### src/rtl/mc_rq_arbiter_if.sv
// +----------------------------------------------------------------------+
// | mc_rq_arbiter_if : core-array <-> MC port bundle for mc_rq_arbiter    |
// | Rev 1.0                                                              |
// +----------------------------------------------------------------------+
`default_nettype none

interface mc_rq_arbiter_if #(
  parameter int NUM_CORES    = 4,
  parameter int RTNCTL_WIDTH = 32,
  parameter int ID_W         = 2
);
  // Core request side (flattened, core i occupies slice i)
  logic [NUM_CORES-1:0]                       core_rq_vld;
  logic [3*NUM_CORES-1:0]                     core_rq_cmd;
  logic [4*NUM_CORES-1:0]                     core_rq_scmd;
  logic [2*NUM_CORES-1:0]                     core_rq_size;
  logic [48*NUM_CORES-1:0]                    core_rq_vadr;
  logic [64*NUM_CORES-1:0]                    core_rq_data;
  logic [(RTNCTL_WIDTH-ID_W)*NUM_CORES-1:0]   core_rq_rtnctl;
  logic [NUM_CORES-1:0]                       core_rq_gnt;

  logic                                       mc_rq_vld;
  logic [2:0]                                 mc_rq_cmd;
  logic [3:0]                                 mc_rq_scmd;
  logic [1:0]                                 mc_rq_size;
  logic [47:0]                                mc_rq_vadr;
  logic [63:0]                                mc_rq_data;
  logic [RTNCTL_WIDTH-1:0]                    mc_rq_rtnctl;
  logic                                       mc_rq_stall;

  logic                                       mc_rs_vld;
  logic [2:0]                                 mc_rs_cmd;
  logic [3:0]                                 mc_rs_scmd;
  logic [63:0]                                mc_rs_data;
  logic [RTNCTL_WIDTH-1:0]                    mc_rs_rtnctl;
  logic                                       mc_rs_stall;

  logic [NUM_CORES-1:0]                       core_rs_vld;
  logic [2:0]                                 core_rs_cmd;
  logic [3:0]                                 core_rs_scmd;
  logic [63:0]                                core_rs_data;
  logic [RTNCTL_WIDTH-ID_W-1:0]               core_rs_rtnctl;
  logic [NUM_CORES-1:0]                       core_rs_stall;

  // master: the arbiter's view; slave: the surrounding core array / MC port
  modport master (
    input  core_rq_vld, core_rq_cmd, core_rq_scmd, core_rq_size,
           core_rq_vadr, core_rq_data, core_rq_rtnctl,
    output core_rq_gnt,
    output mc_rq_vld, mc_rq_cmd, mc_rq_scmd, mc_rq_size,
           mc_rq_vadr, mc_rq_data, mc_rq_rtnctl,
    input  mc_rq_stall,
    input  mc_rs_vld, mc_rs_cmd, mc_rs_scmd, mc_rs_data, mc_rs_rtnctl,
    output mc_rs_stall,
    output core_rs_vld, core_rs_cmd, core_rs_scmd, core_rs_data, core_rs_rtnctl,
    input  core_rs_stall
  );

  modport slave (
    output core_rq_vld, core_rq_cmd, core_rq_scmd, core_rq_size,
           core_rq_vadr, core_rq_data, core_rq_rtnctl,
    input  core_rq_gnt,
    input  mc_rq_vld, mc_rq_cmd, mc_rq_scmd, mc_rq_size,
           mc_rq_vadr, mc_rq_data, mc_rq_rtnctl,
    output mc_rq_stall,
    output mc_rs_vld, mc_rs_cmd, mc_rs_scmd, mc_rs_data, mc_rs_rtnctl,
    input  mc_rs_stall,
    input  core_rs_vld, core_rs_cmd, core_rs_scmd, core_rs_data, core_rs_rtnctl,
    output core_rs_stall
  );
endinterface

`default_nettype wire

### src/rtl/mc_rq_arbiter.sv
// +----------------------------------------------------------------------+
// | mc_rq_arbiter : round-robin MC request arbiter with ID-tagged returns |
// | Rev 1.0                                                              |
// +----------------------------------------------------------------------+
`default_nettype none

module mc_rq_arbiter #(
  parameter int NUM_CORES    = 4,
  parameter int RTNCTL_WIDTH = 32,
  parameter int ID_W         = 2
) (
  input  logic            clk,
  input  logic            rst_n,
  mc_rq_arbiter_if.master bus_io
);

  localparam int              TAG_W = RTNCTL_WIDTH - ID_W;
  localparam logic [ID_W:0]   NC    = (ID_W+1)'(NUM_CORES);

  // Request output register
  logic                    rq_vld_q,    rq_vld_d;
  logic [2:0]              rq_cmd_q,    rq_cmd_d;
  logic [3:0]              rq_scmd_q,   rq_scmd_d;
  logic [1:0]              rq_size_q,   rq_size_d;
  logic [47:0]             rq_vadr_q,   rq_vadr_d;
  logic [63:0]             rq_data_q,   rq_data_d;
  logic [RTNCTL_WIDTH-1:0] rq_rtnctl_q, rq_rtnctl_d;
  logic [ID_W-1:0]         ptr_q,       ptr_d;

  // Response stage
  logic [NUM_CORES-1:0]    rs_vld_q,    rs_vld_d;
  logic [2:0]              rs_cmd_q,    rs_cmd_d;
  logic [3:0]              rs_scmd_q,   rs_scmd_d;
  logic [63:0]             rs_data_q,   rs_data_d;
  logic [TAG_W-1:0]        rs_tag_q,    rs_tag_d;
  logic                    rs_stall_q,  rs_stall_d;

  logic                    arb_found;
  logic [ID_W-1:0]         arb_win;
  logic [ID_W:0]           arb_cand;
  logic                    rq_load;
  logic [NUM_CORES-1:0]    rq_gnt;
  logic [ID_W-1:0]         rs_id;

  // Rotating priority search starting at ptr_q; first valid requester wins.
  always_comb begin
    arb_found = 1'b0;
    arb_win   = '0;
    arb_cand  = '0;
    for (int i = 0; i < NUM_CORES; i++) begin
      arb_cand = {1'b0, ptr_q} + (ID_W+1)'(i);
      if (arb_cand >= NC) begin
        arb_cand = arb_cand - NC;
      end
      if (!arb_found && bus_io.core_rq_vld[arb_cand[ID_W-1:0]]) begin
        arb_found = 1'b1;
        arb_win   = arb_cand[ID_W-1:0];
      end
    end
  end

  always_comb begin
    int wi;
    wi          = int'(arb_win);
    rq_load     = !rq_vld_q || !bus_io.mc_rq_stall;
    rq_vld_d    = rq_vld_q;
    rq_cmd_d    = rq_cmd_q;
    rq_scmd_d   = rq_scmd_q;
    rq_size_d   = rq_size_q;
    rq_vadr_d   = rq_vadr_q;
    rq_data_d   = rq_data_q;
    rq_rtnctl_d = rq_rtnctl_q;
    ptr_d       = ptr_q;
    rq_gnt      = '0;
    if (rq_load) begin
      rq_vld_d = arb_found;
      if (arb_found) begin
        rq_gnt[arb_win] = 1'b1;
        rq_cmd_d    = bus_io.core_rq_cmd [wi*3  +: 3];
        rq_scmd_d   = bus_io.core_rq_scmd[wi*4  +: 4];
        rq_size_d   = bus_io.core_rq_size[wi*2  +: 2];
        rq_vadr_d   = bus_io.core_rq_vadr[wi*48 +: 48];
        rq_data_d   = bus_io.core_rq_data[wi*64 +: 64];
        rq_rtnctl_d = {arb_win, bus_io.core_rq_rtnctl[wi*TAG_W +: TAG_W]};
        ptr_d       = ({1'b0, arb_win} == NC - 1'b1) ? '0 : arb_win + 1'b1;
      end
    end
  end

  // Out-of-range IDs (possible when NUM_CORES is not a power of two) are dropped.
  always_comb begin
    rs_id      = bus_io.mc_rs_rtnctl[RTNCTL_WIDTH-1 -: ID_W];
    rs_vld_d   = '0;
    rs_cmd_d   = rs_cmd_q;
    rs_scmd_d  = rs_scmd_q;
    rs_data_d  = rs_data_q;
    rs_tag_d   = rs_tag_q;
    rs_stall_d = |bus_io.core_rs_stall;
    if (bus_io.mc_rs_vld) begin
      if ({1'b0, rs_id} < NC) begin
        rs_vld_d[rs_id] = 1'b1;
      end
      rs_cmd_d  = bus_io.mc_rs_cmd;
      rs_scmd_d = bus_io.mc_rs_scmd;
      rs_data_d = bus_io.mc_rs_data;
      rs_tag_d  = bus_io.mc_rs_rtnctl[TAG_W-1:0];
    end
  end

  always_ff @(posedge clk or negedge rst_n) begin
    if (!rst_n) begin
      rq_vld_q    <= 1'b0;
      rq_cmd_q    <= '0;
      rq_scmd_q   <= '0;
      rq_size_q   <= '0;
      rq_vadr_q   <= '0;
      rq_data_q   <= '0;
      rq_rtnctl_q <= '0;
      ptr_q       <= '0;
      rs_vld_q    <= '0;
      rs_cmd_q    <= '0;
      rs_scmd_q   <= '0;
      rs_data_q   <= '0;
      rs_tag_q    <= '0;
      rs_stall_q  <= 1'b0;
    end else begin
      rq_vld_q    <= rq_vld_d;
      rq_cmd_q    <= rq_cmd_d;
      rq_scmd_q   <= rq_scmd_d;
      rq_size_q   <= rq_size_d;
      rq_vadr_q   <= rq_vadr_d;
      rq_data_q   <= rq_data_d;
      rq_rtnctl_q <= rq_rtnctl_d;
      ptr_q       <= ptr_d;
      rs_vld_q    <= rs_vld_d;
      rs_cmd_q    <= rs_cmd_d;
      rs_scmd_q   <= rs_scmd_d;
      rs_data_q   <= rs_data_d;
      rs_tag_q    <= rs_tag_d;
      rs_stall_q  <= rs_stall_d;
    end
  end

  // Grant is combinational; gate it so every output is 0 while reset is held.
  assign bus_io.core_rq_gnt    = rq_gnt & {NUM_CORES{rst_n}};
  assign bus_io.mc_rq_vld      = rq_vld_q;
  assign bus_io.mc_rq_cmd      = rq_cmd_q;
  assign bus_io.mc_rq_scmd     = rq_scmd_q;
  assign bus_io.mc_rq_size     = rq_size_q;
  assign bus_io.mc_rq_vadr     = rq_vadr_q;
  assign bus_io.mc_rq_data     = rq_data_q;
  assign bus_io.mc_rq_rtnctl   = rq_rtnctl_q;
  assign bus_io.mc_rs_stall    = rs_stall_q;
  assign bus_io.core_rs_vld    = rs_vld_q;
  assign bus_io.core_rs_cmd    = rs_cmd_q;
  assign bus_io.core_rs_scmd   = rs_scmd_q;
  assign bus_io.core_rs_data   = rs_data_q;
  assign bus_io.core_rs_rtnctl = rs_tag_q;

endmodule

`default_nettype wire
### src/flat_wrapper.sv
// flat-port wrapper written by rule: the top's interface ports become plain ports
module mc_rq_arbiter_flat 
#(
  parameter int NUM_CORES    = 4,
  parameter int RTNCTL_WIDTH = 32,
  parameter int ID_W         = 2
)
  (clk, rst_n, bus_io_core_rq_vld, bus_io_core_rq_cmd, bus_io_core_rq_scmd, bus_io_core_rq_size, bus_io_core_rq_vadr, bus_io_core_rq_data, bus_io_core_rq_rtnctl, bus_io_core_rq_gnt, bus_io_mc_rq_vld, bus_io_mc_rq_cmd, bus_io_mc_rq_scmd, bus_io_mc_rq_size, bus_io_mc_rq_vadr, bus_io_mc_rq_data, bus_io_mc_rq_rtnctl, bus_io_mc_rq_stall, bus_io_mc_rs_vld, bus_io_mc_rs_cmd, bus_io_mc_rs_scmd, bus_io_mc_rs_data, bus_io_mc_rs_rtnctl, bus_io_mc_rs_stall, bus_io_core_rs_vld, bus_io_core_rs_cmd, bus_io_core_rs_scmd, bus_io_core_rs_data, bus_io_core_rs_rtnctl, bus_io_core_rs_stall);
  mc_rq_arbiter_if #(.NUM_CORES(NUM_CORES), .RTNCTL_WIDTH(RTNCTL_WIDTH), .ID_W(ID_W)) bus_io_i ();
  input  logic clk;
  input  logic rst_n;
  input wire logic [$bits(bus_io_i.core_rq_vld)-1:0] bus_io_core_rq_vld;
  input wire logic [$bits(bus_io_i.core_rq_cmd)-1:0] bus_io_core_rq_cmd;
  input wire logic [$bits(bus_io_i.core_rq_scmd)-1:0] bus_io_core_rq_scmd;
  input wire logic [$bits(bus_io_i.core_rq_size)-1:0] bus_io_core_rq_size;
  input wire logic [$bits(bus_io_i.core_rq_vadr)-1:0] bus_io_core_rq_vadr;
  input wire logic [$bits(bus_io_i.core_rq_data)-1:0] bus_io_core_rq_data;
  input wire logic [$bits(bus_io_i.core_rq_rtnctl)-1:0] bus_io_core_rq_rtnctl;
  output wire logic [$bits(bus_io_i.core_rq_gnt)-1:0] bus_io_core_rq_gnt;
  output wire logic [$bits(bus_io_i.mc_rq_vld)-1:0] bus_io_mc_rq_vld;
  output wire logic [$bits(bus_io_i.mc_rq_cmd)-1:0] bus_io_mc_rq_cmd;
  output wire logic [$bits(bus_io_i.mc_rq_scmd)-1:0] bus_io_mc_rq_scmd;
  output wire logic [$bits(bus_io_i.mc_rq_size)-1:0] bus_io_mc_rq_size;
  output wire logic [$bits(bus_io_i.mc_rq_vadr)-1:0] bus_io_mc_rq_vadr;
  output wire logic [$bits(bus_io_i.mc_rq_data)-1:0] bus_io_mc_rq_data;
  output wire logic [$bits(bus_io_i.mc_rq_rtnctl)-1:0] bus_io_mc_rq_rtnctl;
  input wire logic [$bits(bus_io_i.mc_rq_stall)-1:0] bus_io_mc_rq_stall;
  input wire logic [$bits(bus_io_i.mc_rs_vld)-1:0] bus_io_mc_rs_vld;
  input wire logic [$bits(bus_io_i.mc_rs_cmd)-1:0] bus_io_mc_rs_cmd;
  input wire logic [$bits(bus_io_i.mc_rs_scmd)-1:0] bus_io_mc_rs_scmd;
  input wire logic [$bits(bus_io_i.mc_rs_data)-1:0] bus_io_mc_rs_data;
  input wire logic [$bits(bus_io_i.mc_rs_rtnctl)-1:0] bus_io_mc_rs_rtnctl;
  output wire logic [$bits(bus_io_i.mc_rs_stall)-1:0] bus_io_mc_rs_stall;
  output wire logic [$bits(bus_io_i.core_rs_vld)-1:0] bus_io_core_rs_vld;
  output wire logic [$bits(bus_io_i.core_rs_cmd)-1:0] bus_io_core_rs_cmd;
  output wire logic [$bits(bus_io_i.core_rs_scmd)-1:0] bus_io_core_rs_scmd;
  output wire logic [$bits(bus_io_i.core_rs_data)-1:0] bus_io_core_rs_data;
  output wire logic [$bits(bus_io_i.core_rs_rtnctl)-1:0] bus_io_core_rs_rtnctl;
  input wire logic [$bits(bus_io_i.core_rs_stall)-1:0] bus_io_core_rs_stall;
  assign bus_io_i.core_rq_vld = bus_io_core_rq_vld;
  assign bus_io_i.core_rq_cmd = bus_io_core_rq_cmd;
  assign bus_io_i.core_rq_scmd = bus_io_core_rq_scmd;
  assign bus_io_i.core_rq_size = bus_io_core_rq_size;
  assign bus_io_i.core_rq_vadr = bus_io_core_rq_vadr;
  assign bus_io_i.core_rq_data = bus_io_core_rq_data;
  assign bus_io_i.core_rq_rtnctl = bus_io_core_rq_rtnctl;
  assign bus_io_core_rq_gnt = bus_io_i.core_rq_gnt;
  assign bus_io_mc_rq_vld = bus_io_i.mc_rq_vld;
  assign bus_io_mc_rq_cmd = bus_io_i.mc_rq_cmd;
  assign bus_io_mc_rq_scmd = bus_io_i.mc_rq_scmd;
  assign bus_io_mc_rq_size = bus_io_i.mc_rq_size;
  assign bus_io_mc_rq_vadr = bus_io_i.mc_rq_vadr;
  assign bus_io_mc_rq_data = bus_io_i.mc_rq_data;
  assign bus_io_mc_rq_rtnctl = bus_io_i.mc_rq_rtnctl;
  assign bus_io_i.mc_rq_stall = bus_io_mc_rq_stall;
  assign bus_io_i.mc_rs_vld = bus_io_mc_rs_vld;
  assign bus_io_i.mc_rs_cmd = bus_io_mc_rs_cmd;
  assign bus_io_i.mc_rs_scmd = bus_io_mc_rs_scmd;
  assign bus_io_i.mc_rs_data = bus_io_mc_rs_data;
  assign bus_io_i.mc_rs_rtnctl = bus_io_mc_rs_rtnctl;
  assign bus_io_mc_rs_stall = bus_io_i.mc_rs_stall;
  assign bus_io_core_rs_vld = bus_io_i.core_rs_vld;
  assign bus_io_core_rs_cmd = bus_io_i.core_rs_cmd;
  assign bus_io_core_rs_scmd = bus_io_i.core_rs_scmd;
  assign bus_io_core_rs_data = bus_io_i.core_rs_data;
  assign bus_io_core_rs_rtnctl = bus_io_i.core_rs_rtnctl;
  assign bus_io_i.core_rs_stall = bus_io_core_rs_stall;
  mc_rq_arbiter #(.NUM_CORES(NUM_CORES), .RTNCTL_WIDTH(RTNCTL_WIDTH), .ID_W(ID_W)) u_core (.clk(clk), .rst_n(rst_n), .bus_io(bus_io_i));
endmodule
### config.mk
export PLATFORM = sky130hd
export DESIGN_NAME = mc_rq_arbiter_flat
export DESIGN_NICKNAME = d
export VERILOG_FILES = /design/src/rtl/mc_rq_arbiter_if.sv /design/src/rtl/mc_rq_arbiter.sv /design/src/flat_wrapper.sv
export SDC_FILE = /design/constraint.sdc
export NUM_CORES = 1
export LEC_CHECK = 0
export CORE_AREA = 2 2 377 379
export DETAILED_ROUTE_END_ITERATION = 16
export DIE_AREA = 0 0 379 381
export PLACE_DENSITY_LB_ADDON = 0.25
export SYNTH_ARGS = -nofsm -noshare
export SYNTH_HDL_FRONTEND = slang
export SYNTH_SLANG_ARGS = --single-unit
### constraint.sdc
create_clock -name clk -period 2.9 [get_ports clk]
set_clock_uncertainty 0.2 [all_clocks]
set_input_delay 0.58 -clock clk [delete_from_list [all_inputs] [get_ports clk]]
set_output_delay 0.58 -clock clk [all_outputs]
set_load 0.005 [all_outputs]
== Word-level counts from Yosys, hierarchy flattened ==
Index checks and enable logic that the tools add are counted.
Storage, ports and cells
  word-level logic and storage cells: 86
  input port bits: 719
  output and inout bits: 264
  flip-flop bits (word level): 262
Operators by class
  multiply operators: 3
  muxes and demuxes: 28
  order comparisons: 12
  shift-type cells: 6
  bitwise operators: 1
  reduce and logical (&&, ||, !) cells: 13
  equality and inequality tests: 1
  add/sub/neg operators: 8
Operators by type and width (count)
  $shiftx A256 B9 Y64: 1
  $shiftx A192 B32 Y48: 1
  $shiftx A120 B32 Y30: 1
  $shiftx A12 B32 Y3: 1
  $lt A2 B3 Y1 const B: 6
  $mux W2: 9
  $shiftx A16 B5 Y4: 1
  $mux W4: 3
  $mux W1: 10
  $ge A3 B3 Y1 const B: 3
  $bmux W1 S2: 4
  $mul A2 B2 Y4 const B: 2
  $shiftx A8 B4 Y2: 1
  $sub A2 B1 Y2 const B: 4
  $add A2 B2 Y3 const B: 2
  $mul A2 B4 Y6 const B: 1
  $logic_and A1 B1 Y1: 5
  $logic_not A1 Y1: 5
  $and A4 B4 Y4: 1
  $demux W1 S2: 2
  $ge A2 B1 Y1 const B: 2
  $reduce_or A4 Y1: 1
  $add A2 B1 Y3 const B: 1
  $ge A2 B3 Y1 const B: 1
  other kinds (4): 4

== Longest topological paths before layout ==
  word-level depth: 21
  gate-level depth with buffers: 10
  depth with buffers taken out: 7

== Worst setup path after synthesis ==
No wires, ideal clock.
  path kind: input-to-output
  start: input port bus_io_core_rq_vld[2]
  end: output port bus_io_core_rq_gnt[1]
  arrival time: 2.142 ns
  buffers on the path: 4
  stages on the path: 9
  path slack: -0.022 ns
  data required time: 2.120 ns
  cells stage by stage: nor2b_1 -> or4b_1 -> buf_2 -> nand2_4 -> buf_6 -> buf_12 -> buf_12 -> nand2_1 -> nor3b_1
On the way
  longest elaborated chain between the ends: 19
  elaborated cells on any way between the ends: 30
  classes of those cells: 2 x order compare; 20 x mux; 1 x bitwise; 7 x reduce/logical
Ends and longest elaborated chain
  from (decl): line flat_wrapper.sv:12  | input wire logic [$bits(bus_io_i.core_rq_vld)-1:0] bus_io_core_rq_vld;
  $bmux W1 S2: line mc_rq_arbiter.sv:55  | if (!arb_found && bus_io.core_rq_vld[arb_cand[ID_W-1:0]]) begin
  $mux W1 (implied by the code): line mc_rq_arbiter.sv:55
  $mux W1: line mc_rq_arbiter.sv:55
  $logic_not A1 Y1: line mc_rq_arbiter.sv:55
  $logic_and A1 B1 Y1: line mc_rq_arbiter.sv:55
  $mux W1: line mc_rq_arbiter.sv:55
  $logic_not A1 Y1: line mc_rq_arbiter.sv:55
  $logic_and A1 B1 Y1: line mc_rq_arbiter.sv:55
  [3 not listed]
  $mux W2: line mc_rq_arbiter.sv:55
  $lt A2 B3 Y1 (implied by the code) or $ge A2 B1 Y1 (tied branches): line mc_rq_arbiter.sv:78  | rq_gnt[arb_win] = 1'b1;
  $logic_and A1 B1 Y1 (implied by the code): line mc_rq_arbiter.sv:78
  $mux W1 (implied by the code): line mc_rq_arbiter.sv:78
  $demux W1 S2
  $mux W4 *: line mc_rq_arbiter.sv:77  | if (arb_found) begin
  $mux W4 *: line mc_rq_arbiter.sv:75  | if (rq_load) begin
  $and A4 B4 Y4 *: line mc_rq_arbiter.sv:145  | assign bus_io.core_rq_gnt = rq_gnt & {NUM_CORES{rst_n}};
  to (decl): line flat_wrapper.sv:19  | output wire logic [$bits(bus_io_i.core_rq_gnt)-1:0] bus_io_core_rq_gnt;
Mark *: on every way between the ends. The rest lies on a longest branch, timed or not. The select of a mux whose other input is x is not followed.

== Worst setup path after layout ==
  start: register u_core.ptr_q[0]
  end: output port bus_io_core_rq_gnt[1]
On the way
  longest elaborated chain between the ends: 21
  elaborated cells on any way between the ends: 45
  classes of those cells: 7 x add/sub; 6 x order compare; 24 x mux; 1 x bitwise; 7 x reduce/logical
Ends and longest elaborated chain
  from (decl): line mc_rq_arbiter.sv:28  | logic [ID_W-1:0] ptr_q, ptr_d;
  from (signal assigned): line mc_rq_arbiter.sv:134  | ptr_q <= ptr_d;
  parallel branches: the longest is 18 deep, another holds $add A2 B1 Y3
  $mux W4 *: line mc_rq_arbiter.sv:77
  $mux W4 *: line mc_rq_arbiter.sv:75
  $and A4 B4 Y4 *: line mc_rq_arbiter.sv:145
Every way passes the cells marked *. The select of a mux whose other input is x is not followed.

==> summary.md <==
| Metric | Value |
|---|---|
| Synth Flop Type | `dfrtp_1` |
| Rel. slew slack | `41.3%` |
| CP endpoint kind | `output port` |
| Routed wl met3 | `8870 um` |
| Area growth from synthesis to layout | `97.8%` |
| Syn_nets | `2027` |
| Drt pass-1 iters | `5` |
| Clk buf depth | `3` |
| Gr usage total | `13.9%` |
| Highest metal used | `met5` |
| PD cells | `749 nW/um^2` |
| Core area | `141000 um^2` |
| Drt total wl | `105000 um` |
| Synth top area cells | `dfrtp_1, mux2i_1, mux2_2` |
| # rows | `138` |
| Critical path's largest stage delay | `530 ps` |
| Die ar. | `144000 um^2` |
| Synthesized cell area | `14500 um^2` |
| Worst endpoint data arrival time | `2140 ps` |
| Min-Delay Path Class | `in2async` |
| Synth Area in Simple Gates | `11.5%` |
| Layout cells sized above 1 | `16.0%` |
| TritonCTS clock tree | `done` |
| Seq/Total Area, Yosys | `45.1%` |
| Largest family of logic cells by synthesized area | `compound AO/OA/AOI/OAI gates` |
| Post-synthesis mux area share | `18.4%` |
| Vias in the first global route | `16.4k` |
| Critical Path RT | `2120 ps` |
| Synth Area in Adders | `0.0861%` |
| Worst Tran Pin Value | `880 ps` |
| Largest net degree at the start of global routing | `81` |
| Worst VDD drop | `0.000409 V` |
| WL met1 | `41000 um` |
| Share of the synthesized area in the top cell type | `45.1%` |
| Setup ws final | `-19.0 ps` |
| Maximum fanout along the worst path | `3` |
| Mean Syn Cell Area | `11.1 um^2` |
| Fin. Hold Viols | `0` |
| I/O pin count | `983` |
| DR iter-0 viols | `675` |
| Routed wl met2 | `53300 um` |
| Gp weighted congestion | `0.828` |
| Total clock sinks | `262` |
| Initial Util | `10.3%` |
| Max Freq | `343 MHz` |
| Wire per inst | `24.7 um` |
| IO Port Bufs | `982` |
| Synth Instances | `1307` |
| Post-synthesis compound-gate area fraction | `19.3%` |
| Worst-Skew Late Latency | `570 ps` |
| RSZ-0062 raised after global routing | `true` |
| Crit share post-route | `101%` |
| Vias per cell | `3.66` |
| Finished Cell Area | `28700 um^2` |
| Residual DRC | `0` |
| Slew Viols, Final | `0` |
| Status | `finished with violations` |
| Crit path launch type | `register` |
| Delay-heaviest family, CP | `simple AND/OR/NAND/NOR gates` |
| Die Width | `379 um` |
| Chip Height | `381 um` |
| CP max stage cell | `or4b_4` |
| CTS clk-pin slew, worst paths | `60 ps` |
| Cell Area, Placed | `27300 um^2` |
| Crit path kind | `reg2out` |
| Antenna viol nets, final | `0` |
| Clk root buf | `clkbuf_16` |
| CTS Buf Count | `38` |
| Grt ovf | `0` |
| Tot Pwr | `21.5 mW` |
| Final min period | `2920 ps` |
| Global-route wire length before repair | `140000 um` |
| Layout Nets | `3049` |
| H-tree levels | `2` |
| Failing checks | `negative setup slack` |
| LEAKAGE | `11.0 nW` |
| Yosys reg bits | `262` |
| Post-synth cell types | `35` |
| Vias | `15.6k` |
| Initial antenna violation count | `56` |
| Area leader, netlist | `dfrtp_1` |
| Post-Synth XOR/XNOR Area | `0%` |
| CP Cell Sequence | `nor2b_2 > or4b_4 > nand2_8 > buf_6 > nand2_4 > nor3b_2 > buf_2` |
| Post-synth ARST share | `100%` |
| CP bufs+invs | `2` |
| Yosys warnings | `0` |
| Max Cap Viol | `0` |
| Finish-stage setup viols | `1` |
| Post-synth EDFFs | `0` |
| DP HPWL | `85500 um` |
==> worst paths after layout <==
kind                                                            start                                         end  slack [ps]  depth (start not counted)
min in group clk           u_core.bus_io.mc_rq_rtnctl[31]$_DFFE_PN0P_  u_core.bus_io.mc_rq_rtnctl[31]$_DFFE_PN0P_         290                          2
hold reg to reg            u_core.bus_io.mc_rq_rtnctl[31]$_DFFE_PN0P_  u_core.bus_io.mc_rq_rtnctl[31]$_DFFE_PN0P_         290                          2
hold / removal                                                  rst_n  u_core.bus_io.mc_rq_rtnctl[30]$_DFFE_PN0P_         220                          2
setup / recovery                          u_core.ptr_q[0]$_DFFE_PN0P_                       bus_io_core_rq_gnt[1]         -20                          7
max in group asynchronous                                       rst_n  u_core.bus_io.core_rs_data[31]$_DFFE_PN0P_         650                          4
setup reg to reg                          u_core.ptr_q[0]$_DFFE_PN0P_     u_core.bus_io.mc_rq_vadr[0]$_DFFE_PN0P_          50                          7
==> final cells by class <==
type / instances / area, um^2
diodes: 9 / 22.5
clock buffers: 58 / 1100
clock inverters: 12 / 181
fillers: 15500 / 112000
inverters: 2 / 12.5
multi-input cells: 899 / 7300
flip-flops and latches: 262 / 6560
well taps: 1890 / 2360
repair buffers: 1126 / 11200
==> state kept, by name, summed over array words and instances, names as in the netlist <==
signal                        flops
u_core.bus_io.core_rs_cmd         3
u_core.bus_io.core_rs_scmd        4
u_core.bus_io.mc_rs_stall         1
u_core.ptr_q                      2
u_core.bus_io.mc_rq_vld           1
u_core.bus_io.mc_rq_rtnctl       32
u_core.bus_io.mc_rq_size          2
u_core.bus_io.mc_rq_scmd          4
u_core.bus_io.mc_rq_data         64
u_core.bus_io.core_rs_vld         4
u_core.bus_io.core_rs_rtnctl     30
u_core.bus_io.mc_rq_vadr         48
u_core.bus_io.mc_rq_cmd           3
u_core.bus_io.core_rs_data       64
==> synthesized netlist by cell type (2+ instances only) <==
cell and n:
mux2_2 101, mux2i_1 153, a211oi_1 146, a2111oi_2 45, a211oi_2 3, dfrtp_1 262, nor2_1 155, buf_4 10
clkbuf_1 99, a21oi_1 3, nor2b_1 3, nand2_1 17, and3_1 151, buf_12 7, buf_2 7, nor3b_1 2
o221ai_1 3, a2111oi_0 104, buf_6 15, buf_1 6
==> timing repair <==
action,4_1_cts,5_1_grt
hold buffers,1,0
buffers inserted,4,0
endpoints found under the setup margin,11,42
endpoints found under the hold margin,92,0
pin swaps,8,6
gates cloned,1,0
gates resized for setup,40,15
==> stage by stage <==
step / TNS [ps] / cells / util [%] / setup slack, ps / hold slack, ps
detailed placement: -66420 / 4173 / 19.4 / -851 / 190
CTS: -250 / 4249 / 20.4 / -165 / 136
floorplan: 0 / 1307 / - / 5.22 / 84.4
finish: -19.0 / 4258 / 20.5 / -19.0 / 223
global route: -240 / 4250 / 20.4 / -114 / 177
global placement: -68410 / 4172 / 19.4 / -1640 / 190
==> layout by cell type, fill, tap and decap left out, types with 2 or more instances in the layout <==
| master | count |
|---|---|
| a211oi_2 | 3 |
| clkbuf_1 | 13 |
| dfrtp_1 | 262 |
| a211oi_1 | 146 |
| bufinv_16 | 4 |
| and3_1 | 149 |
| buf_4 | 117 |
| clkbuf_16 | 38 |
| a2111oi_1 | 10 |
| clkbuf_8 | 7 |
| clkdlybuf4s50_1 | 972 |
| a2111oi_0 | 90 |
| buf_2 | 4 |
| a2111oi_2 | 48 |
| diode_2 | 9 |
| inv_6 | 3 |
| clkinv_2 | 4 |
| nor2b_2 | 2 |
| buf_6 | 4 |
| a21oi_1 | 2 |
| o221ai_1 | 2 |
| nor2_2 | 2 |
| mux2_2 | 101 |
| nor2_1 | 152 |
| nand2_1 | 16 |
| and3_4 | 2 |
| mux2i_1 | 152 |
| buf_12 | 21 |
| dlygate4sd2_1 | 4 |
==> cells by family after synthesis <==
| group | count (synthesis) |
|---|---|
| AO/OA/AOI/OAI | 310 |
| multiplexers | 254 |
| adder cells (fa/ha/maj) | 1 |
| buffers and inverters | 146 |
| flip-flops | 262 |
| AND/OR/NAND/NOR | 334 |
==> where the power goes <==
| part | internal [mW] | switching (mW) |
|---|---|---|
| Sequential | 4.82 | 0.927 |
| Combinational | 5.43 | 5.42 |
| Clock | 2.97 | 1.98 |
==> layer usage <==
layer	up-vias	track usage, %
met5	-	0
met3	151	3.86
met4	22	2.37
met2	722	25.3
li1	7126	-
met1	7544	16.2
(Power assumes the default switching activity.)
